==> src/rtl/trig_sched_pkg.sv <==
// Shared types and default parameters for the trigger-register command scheduler.
package trig_sched_pkg;

   typedef enum logic [1:0] {
      StIdle = 2'd0,
      StRun  = 2'd1,
      StDone = 2'd2
   } state_e;

   localparam int unsigned DefNreq     = 8;
   localparam int unsigned DefIdxWidth = 3;
   localparam int unsigned DefToWidth  = 10;
   localparam int unsigned DefTimeout  = 1000;

endpackage

==> src/rtl/rr_pick.sv <==
// Combinational round-robin selector: first eligible index strictly after last, wrapping.
module rr_pick #(
   parameter int unsigned NREQ     = 8,
   parameter int unsigned IDXWIDTH = 3
) (
   input  logic [NREQ-1:0]     eligible_i,
   input  logic [IDXWIDTH-1:0] last_i,
   output logic                found_o,
   output logic [IDXWIDTH-1:0] idx_o
);

   int unsigned         cand;
   logic [IDXWIDTH-1:0] cand_idx;

   // Scan from the farthest candidate back so the nearest eligible one is written last.
   always_comb begin
      found_o  = 1'b0;
      idx_o    = '0;
      cand     = 0;
      cand_idx = '0;
      for (int unsigned k = NREQ; k >= 1; k--) begin
         cand     = (32'(last_i) + k) % NREQ;
         cand_idx = IDXWIDTH'(cand);
         if (eligible_i[cand_idx]) begin
            found_o = 1'b1;
            idx_o   = cand_idx;
         end
      end
   end

endmodule

==> src/rtl/trig_sched.sv <==
// Round-robin scheduler sharing one command engine among trigger-register command bits.
// Optional timeout/fail logic is built when TRIG_SCHED_TIMEOUT_EN is defined.
module trig_sched
   import trig_sched_pkg::*;
#(
   parameter int unsigned NREQ     = DefNreq,
   parameter int unsigned IDXWIDTH = DefIdxWidth,
   parameter int unsigned TOWIDTH  = DefToWidth,
   parameter int unsigned TIMEOUT  = DefTimeout
) (
   input  logic                clk,
   input  logic                reset_l,
   input  logic [NREQ-1:0]     req,
   output logic [NREQ-1:0]     ack,
   output logic [NREQ-1:0]     fail,
   input  logic [NREQ-1:0]     fail_clr,
   output logic                eng_start,
   output logic                eng_abort,
   output logic [IDXWIDTH-1:0] eng_sel,
   input  logic                eng_done,
   output logic                busy
);

   localparam logic [TOWIDTH-1:0] TimeoutCnt = TOWIDTH'(TIMEOUT - 1);

   state_e              state_q, state_d;
   logic [IDXWIDTH-1:0] last_q, last_d;
   logic [IDXWIDTH-1:0] sel_q, sel_d;
   logic [NREQ-1:0]     armed_q, armed_d;
   logic [NREQ-1:0]     ack_q, ack_d;
   logic [NREQ-1:0]     fail_set;
   logic                start_q, start_d;
   logic                abort_q, abort_d;
   logic                aborted_q, aborted_d;
   logic                timeout;
   logic                soft_stop;
   logic                done_ok;

   logic [NREQ-1:0]     eligible;
   logic                pick_found;
   logic [IDXWIDTH-1:0] pick_idx;

   // Armed masks the stale high level left while the register clears a bit after ack.
   assign eligible = req & armed_q;

   rr_pick #(
      .NREQ     (NREQ),
      .IDXWIDTH (IDXWIDTH)
   ) u_rr_pick (
      .eligible_i (eligible),
      .last_i     (last_q),
      .found_o    (pick_found),
      .idx_o      (pick_idx)
   );

   // Engine done is not trusted in the start cycle.
   assign done_ok   = eng_done & ~start_q;
   assign soft_stop = ~req[sel_q] & ~aborted_q;

   always_comb begin
      state_d   = state_q;
      last_d    = last_q;
      sel_d     = sel_q;
      armed_d   = armed_q | ~req;
      ack_d     = '0;
      fail_set  = '0;
      start_d   = 1'b0;
      abort_d   = 1'b0;
      aborted_d = aborted_q;

      case (state_q)
         StIdle: begin
            if (pick_found) begin
               sel_d             = pick_idx;
               last_d            = pick_idx;
               armed_d[pick_idx] = 1'b0;
               start_d           = 1'b1;
               aborted_d         = 1'b0;
               state_d           = StRun;
            end
         end
         StRun: begin
            if (soft_stop) begin
               abort_d   = 1'b1;
               aborted_d = 1'b1;
            end
            if (done_ok) begin
               state_d = StDone;
               if (!(aborted_q || soft_stop)) begin
                  ack_d[sel_q] = 1'b1;
               end
            end else if (timeout) begin
               state_d         = StDone;
               abort_d         = 1'b1;
               fail_set[sel_q] = 1'b1;
               if (!(aborted_q || soft_stop)) begin
                  ack_d[sel_q] = 1'b1;
               end
            end
         end
         StDone: begin
            state_d = StIdle;
         end
         default: begin
            state_d = StIdle;
         end
      endcase
   end

   always_ff @(posedge clk or negedge reset_l) begin
      if (!reset_l) begin
         state_q   <= StIdle;
         last_q    <= IDXWIDTH'(NREQ - 1);
         sel_q     <= '0;
         armed_q   <= '1;
         ack_q     <= '0;
         start_q   <= 1'b0;
         abort_q   <= 1'b0;
         aborted_q <= 1'b0;
      end else begin
         state_q   <= state_d;
         last_q    <= last_d;
         sel_q     <= sel_d;
         armed_q   <= armed_d;
         ack_q     <= ack_d;
         start_q   <= start_d;
         abort_q   <= abort_d;
         aborted_q <= aborted_d;
      end
   end

`ifdef TRIG_SCHED_TIMEOUT_EN
   logic [TOWIDTH-1:0] cnt_q, cnt_d;
   logic [NREQ-1:0]    fail_q, fail_d;

   // Fires in the RUN cycle where the counter would reach TIMEOUT.
   assign timeout = (cnt_q == TimeoutCnt);

   always_comb begin
      cnt_d = cnt_q;
      if (state_q == StIdle) begin
         cnt_d = '0;
      end else if (state_q == StRun) begin
         cnt_d = cnt_q + 1'b1;
      end
      // A new set beats a simultaneous clear.
      fail_d = (fail_q & ~fail_clr) | fail_set;
   end

   always_ff @(posedge clk or negedge reset_l) begin
      if (!reset_l) begin
         cnt_q  <= '0;
         fail_q <= '0;
      end else begin
         cnt_q  <= cnt_d;
         fail_q <= fail_d;
      end
   end

   assign fail = fail_q;
`else
   logic unused_cfg;

   assign timeout    = 1'b0;
   assign fail       = '0;
   assign unused_cfg = ^{fail_clr, fail_set, TimeoutCnt};
`endif

   assign ack       = ack_q;
   assign eng_start = start_q;
   assign eng_abort = abort_q;
   assign eng_sel   = sel_q;
   assign busy      = (state_q != StIdle);

endmodule

==> config.mk <==
export PLATFORM = sky130hd
export DESIGN_NAME = trig_sched
export DESIGN_NICKNAME = d
export VERILOG_FILES = /design/src/rtl/trig_sched_pkg.sv /design/src/rtl/rr_pick.sv /design/src/rtl/trig_sched.sv
export SDC_FILE = /design/constraint.sdc
export NUM_CORES = 1
export LEC_CHECK = 0
export ABC_AREA = 1
export BUFFER_PORTS_ARGS = -buffer_cell sky130_fd_sc_hd__buf_2
export CORE_ASPECT_RATIO = 0.7
export CORE_UTILIZATION = 59
export DETAILED_ROUTE_END_ITERATION = 8
export GPL_TIMING_DRIVEN = 0
export PLACE_DENSITY_LB_ADDON = 0.25
export SLEW_MARGIN = 20
export SYNTH_ARGS = -nofsm -noshare
export SYNTH_HDL_FRONTEND = slang
export SYNTH_HIERARCHICAL = 1
export SYNTH_SLANG_ARGS = --single-unit
==> constraint.sdc <==
create_clock -name clk -period 6.95 [get_ports clk]
set_input_delay 1.0425 -clock clk [delete_from_list [all_inputs] [get_ports clk]]
set_output_delay 1.0425 -clock clk [all_outputs]
set_load 0.01 [all_outputs]
==> impl_metrics.json <==
{
  "htree_num_levels": 1,
  "grt_max_degree": 28,
  "tritoncts": "done",
  "required_ps": 7150,
  "critPathLaunchType": "register",
  "yosysWarningCount": 6,
  "cts-root-buf": "clkbuf_8",
  "max_freq_mhz": 338.9,
  "die_w_um": 71.08,
  "cts-buffers-inserted": 3,
  "overflow": 0,
  "rr_startpoint": "last_q[1]$_DFFE_PN1P_",
  "cp_max_fo": 8,
  "hpwl_um": 3497,
  "crit_start": "last_q[1]$_DFFE_PN1P_",
  "diodes": 0,
  "slew_headroom_pct": 61.97,
  "end_kind": "register",
  "yosysTopAreaCell": "dfrtp_1",
  "fin_skew_ps": 4.784,
  "core_um2": 3169,
  "netlist_area_um2": 1971,
  "nNetsFinal": 334,
  "drv_cap": 0,
  "num_vias": 1858,
  "r2r_slack_ps": 4000,
  "syn-mean-instance-area_um2": 7.114,
  "clk_latency_ps": 270,
  "rsz0062_at_grt": "no",
  "crit_type": "reg -> reg",
  "post_cts_buffers": 0,
  "ant_nets": 0,
  "slew_viol_final": 0,
  "ios": 41,
  "hold_buffers": 0,
  "ys_seq_elements": 27,
  "reg2reg_to": "armed_q[5]$_DFF_PN1_",
  "grt_pass1_wl_um": 7389,
  "die_y_um": 50.36,
  "fin_crit_ps": 2950,
  "dr.pass1.iters": 6,
  "syn_to_final_growth_pct": 12.19,
  "cts_sinks": 27,
  "ys_seq_area_share_pct": 34.98,
  "synth_top_area_share_pct": 20.32,
  "io_buffers": 24,
  "drive_above_1_share_pct": 25.96,
  "max_slew.worst_pin.slew_ps": 570.4,
  "worst_ep_arrival_time_ps": 3150,
  "dieArea_um2": 3579,
  "grt_usage_pct": 26.79,
  "cts_resized": 0,
  "num_rows": 17,
  "synth_area_leaders": "dfrtp_1 (20%), dfstp_2 (15%), nand2_1 (14%)",
  "antenna_found_initial": 0,
  "gp_congestion": 0.8823,
  "syn_inst": 277,
  "setup_tns_ps": 0,
  "min_path_cells": 2,
  "avgViaCountPerCell": 5.309,
  "hold_class": "reg -> reg",
  "first_global_vias": 1654,
  "status": "completed",
  "crit_end": "armed_q[5]$_DFF_PN1_",
  "clk_path_buf_depth": 2,
  "setup_violations": 0,
  "finalWirelength_um": 4270,
  "rr_worst_depth": 20,
  "hold_viol_final": 0,
  "ys_types": 34,
  "start_util_pct": 62.18,
  "clk_pin_slew_ps": 90,
  "drt-wirelength-per-cell_um": 12.20,
  "drc": 0,
  "drt_iter0_markers": 120,
  "period_share_pct": 42.45
}
flip-flops by register name, summed over array words and instances (netlist names):
name,cells
last_q,3
armed_q,8
eng_start,1
eng_abort,1
eng_sel,3
aborted_q,1
state_q,2
ack,8
layout by cell type, fill, tap and decap left out, drive strengths merged, types with 6 or more instances in the layout:
| cell type | n |
|---|---|
| buf | 37 |
| dfrtp | 16 |
| dfstp | 11 |
| nand4 | 11 |
| inv | 44 |
| nand2 | 78 |
| o21ai | 6 |
| nor2 | 26 |
| a21oi | 10 |
| nand3 | 45 |
| conb | 8 |
kinds of logic (layout without fill, tap and decap cells):
group                      count (synthesis)  count (layout)  synth area share [%]
other                                      1               8                0.1903
xor gates and xnor gates                   5               5                 2.985
buffers and inverters                     57              85                 14.10
AOI/OAI and AO/OA                         21              21                 6.032
adders and majority gates                  2               2                 1.270
and+or+nand+nor                          164             164                 40.44
DFF                                       27              27                 34.98
layout make-up:
type / instances / area (µm²)
fill: 284 / 958.4
tap: 38 / 47.55
sequential: 27 / 689.4
timing repair buffer: 24 / 120.1
clock inverter: 1 / 5.005
buffer: 13 / 105.1
inverter: 44 / 172.7
multi-input combinational: 200 / 1030
clock buffer: 3 / 41.29
critical path, cell delays in order (launching register included):
cell and delay (ps):
dfstp_2 550, buf_4 170, inv_2 100, ha_1 460
inv_2 120, nand3_1 140, nand3_2 120, nand2_1 80
inv_1 40, nand2_1 50, nand2_1 40, nand2_1 50
nand2_1 40, nand2_1 50, nand2_1 50, a21boi_1 350
inv_1 80, nor2_1 130, nand3_1 100, o21ai_0 100
inv_1 60
per-layer routing:
metal,vias to the layer above,wire [µm],GRT usage (%)
met3,4,340,5.020
met5,-,0,0
met4,0,29,5.667
met2,78,1772,39.10
met1,841,2127,41.18
li1,935,-,-
cells in the mapped netlist, drive strengths merged:
cell    instances
a21boi          1
or2             1
dfrtp          16
o21ai           6
o21bai          1
ha              2
nand3          45
nand4          11
o22ai           1
xor2            2
a31oi           1
inv            44
buf            13
nor2           26
a22oi           1
dfstp          11
nor3            3
xnor2           3
a21oi          10
conb            1
nand2          78
worst min-delay path by stage:
stage | endpoint | startpoint | slack [ps]
6_report | last_q[1]$_DFFE_PN1P_ | last_q[1]$_DFFE_PN1P_ | 480
5_1_grt | last_q[2]$_DFFE_PN1P_ | last_q[2]$_DFFE_PN1P_ | 490
4_1_cts | last_q[1]$_DFFE_PN1P_ | last_q[1]$_DFFE_PN1P_ | 480
3_5_place_dp | armed_q[6]$_DFF_PN1_ | armed_q[6]$_DFF_PN1_ | 460
3_3_place_gp | armed_q[6]$_DFF_PN1_ | armed_q[6]$_DFF_PN1_ | 450
2_1_floorplan | armed_q[6]$_DFF_PN1_ | armed_q[6]$_DFF_PN1_ | 450
through the flow:
stage / setup slack [ps] / instances / hold slack [ps] / util [%] / cell area, µm²
floorplan: 4471 / 284 / 445.9 / - / 1997
global route: 3739 / 350 / 492.5 / 69.76 / 2211
CTS: 4026 / 350 / 479.1 / 69.76 / 2211
global placement: 4054 / 346 / 451.4 / 68.30 / 2165
finish: 4000 / 350 / 478.3 / 69.76 / 2211
detailed placement: 4033 / 346 / 456.2 / 68.30 / 2165
Power is not shown: default switching activity piles up to over one toggle a cycle in this logic, so the estimate is an artifact.
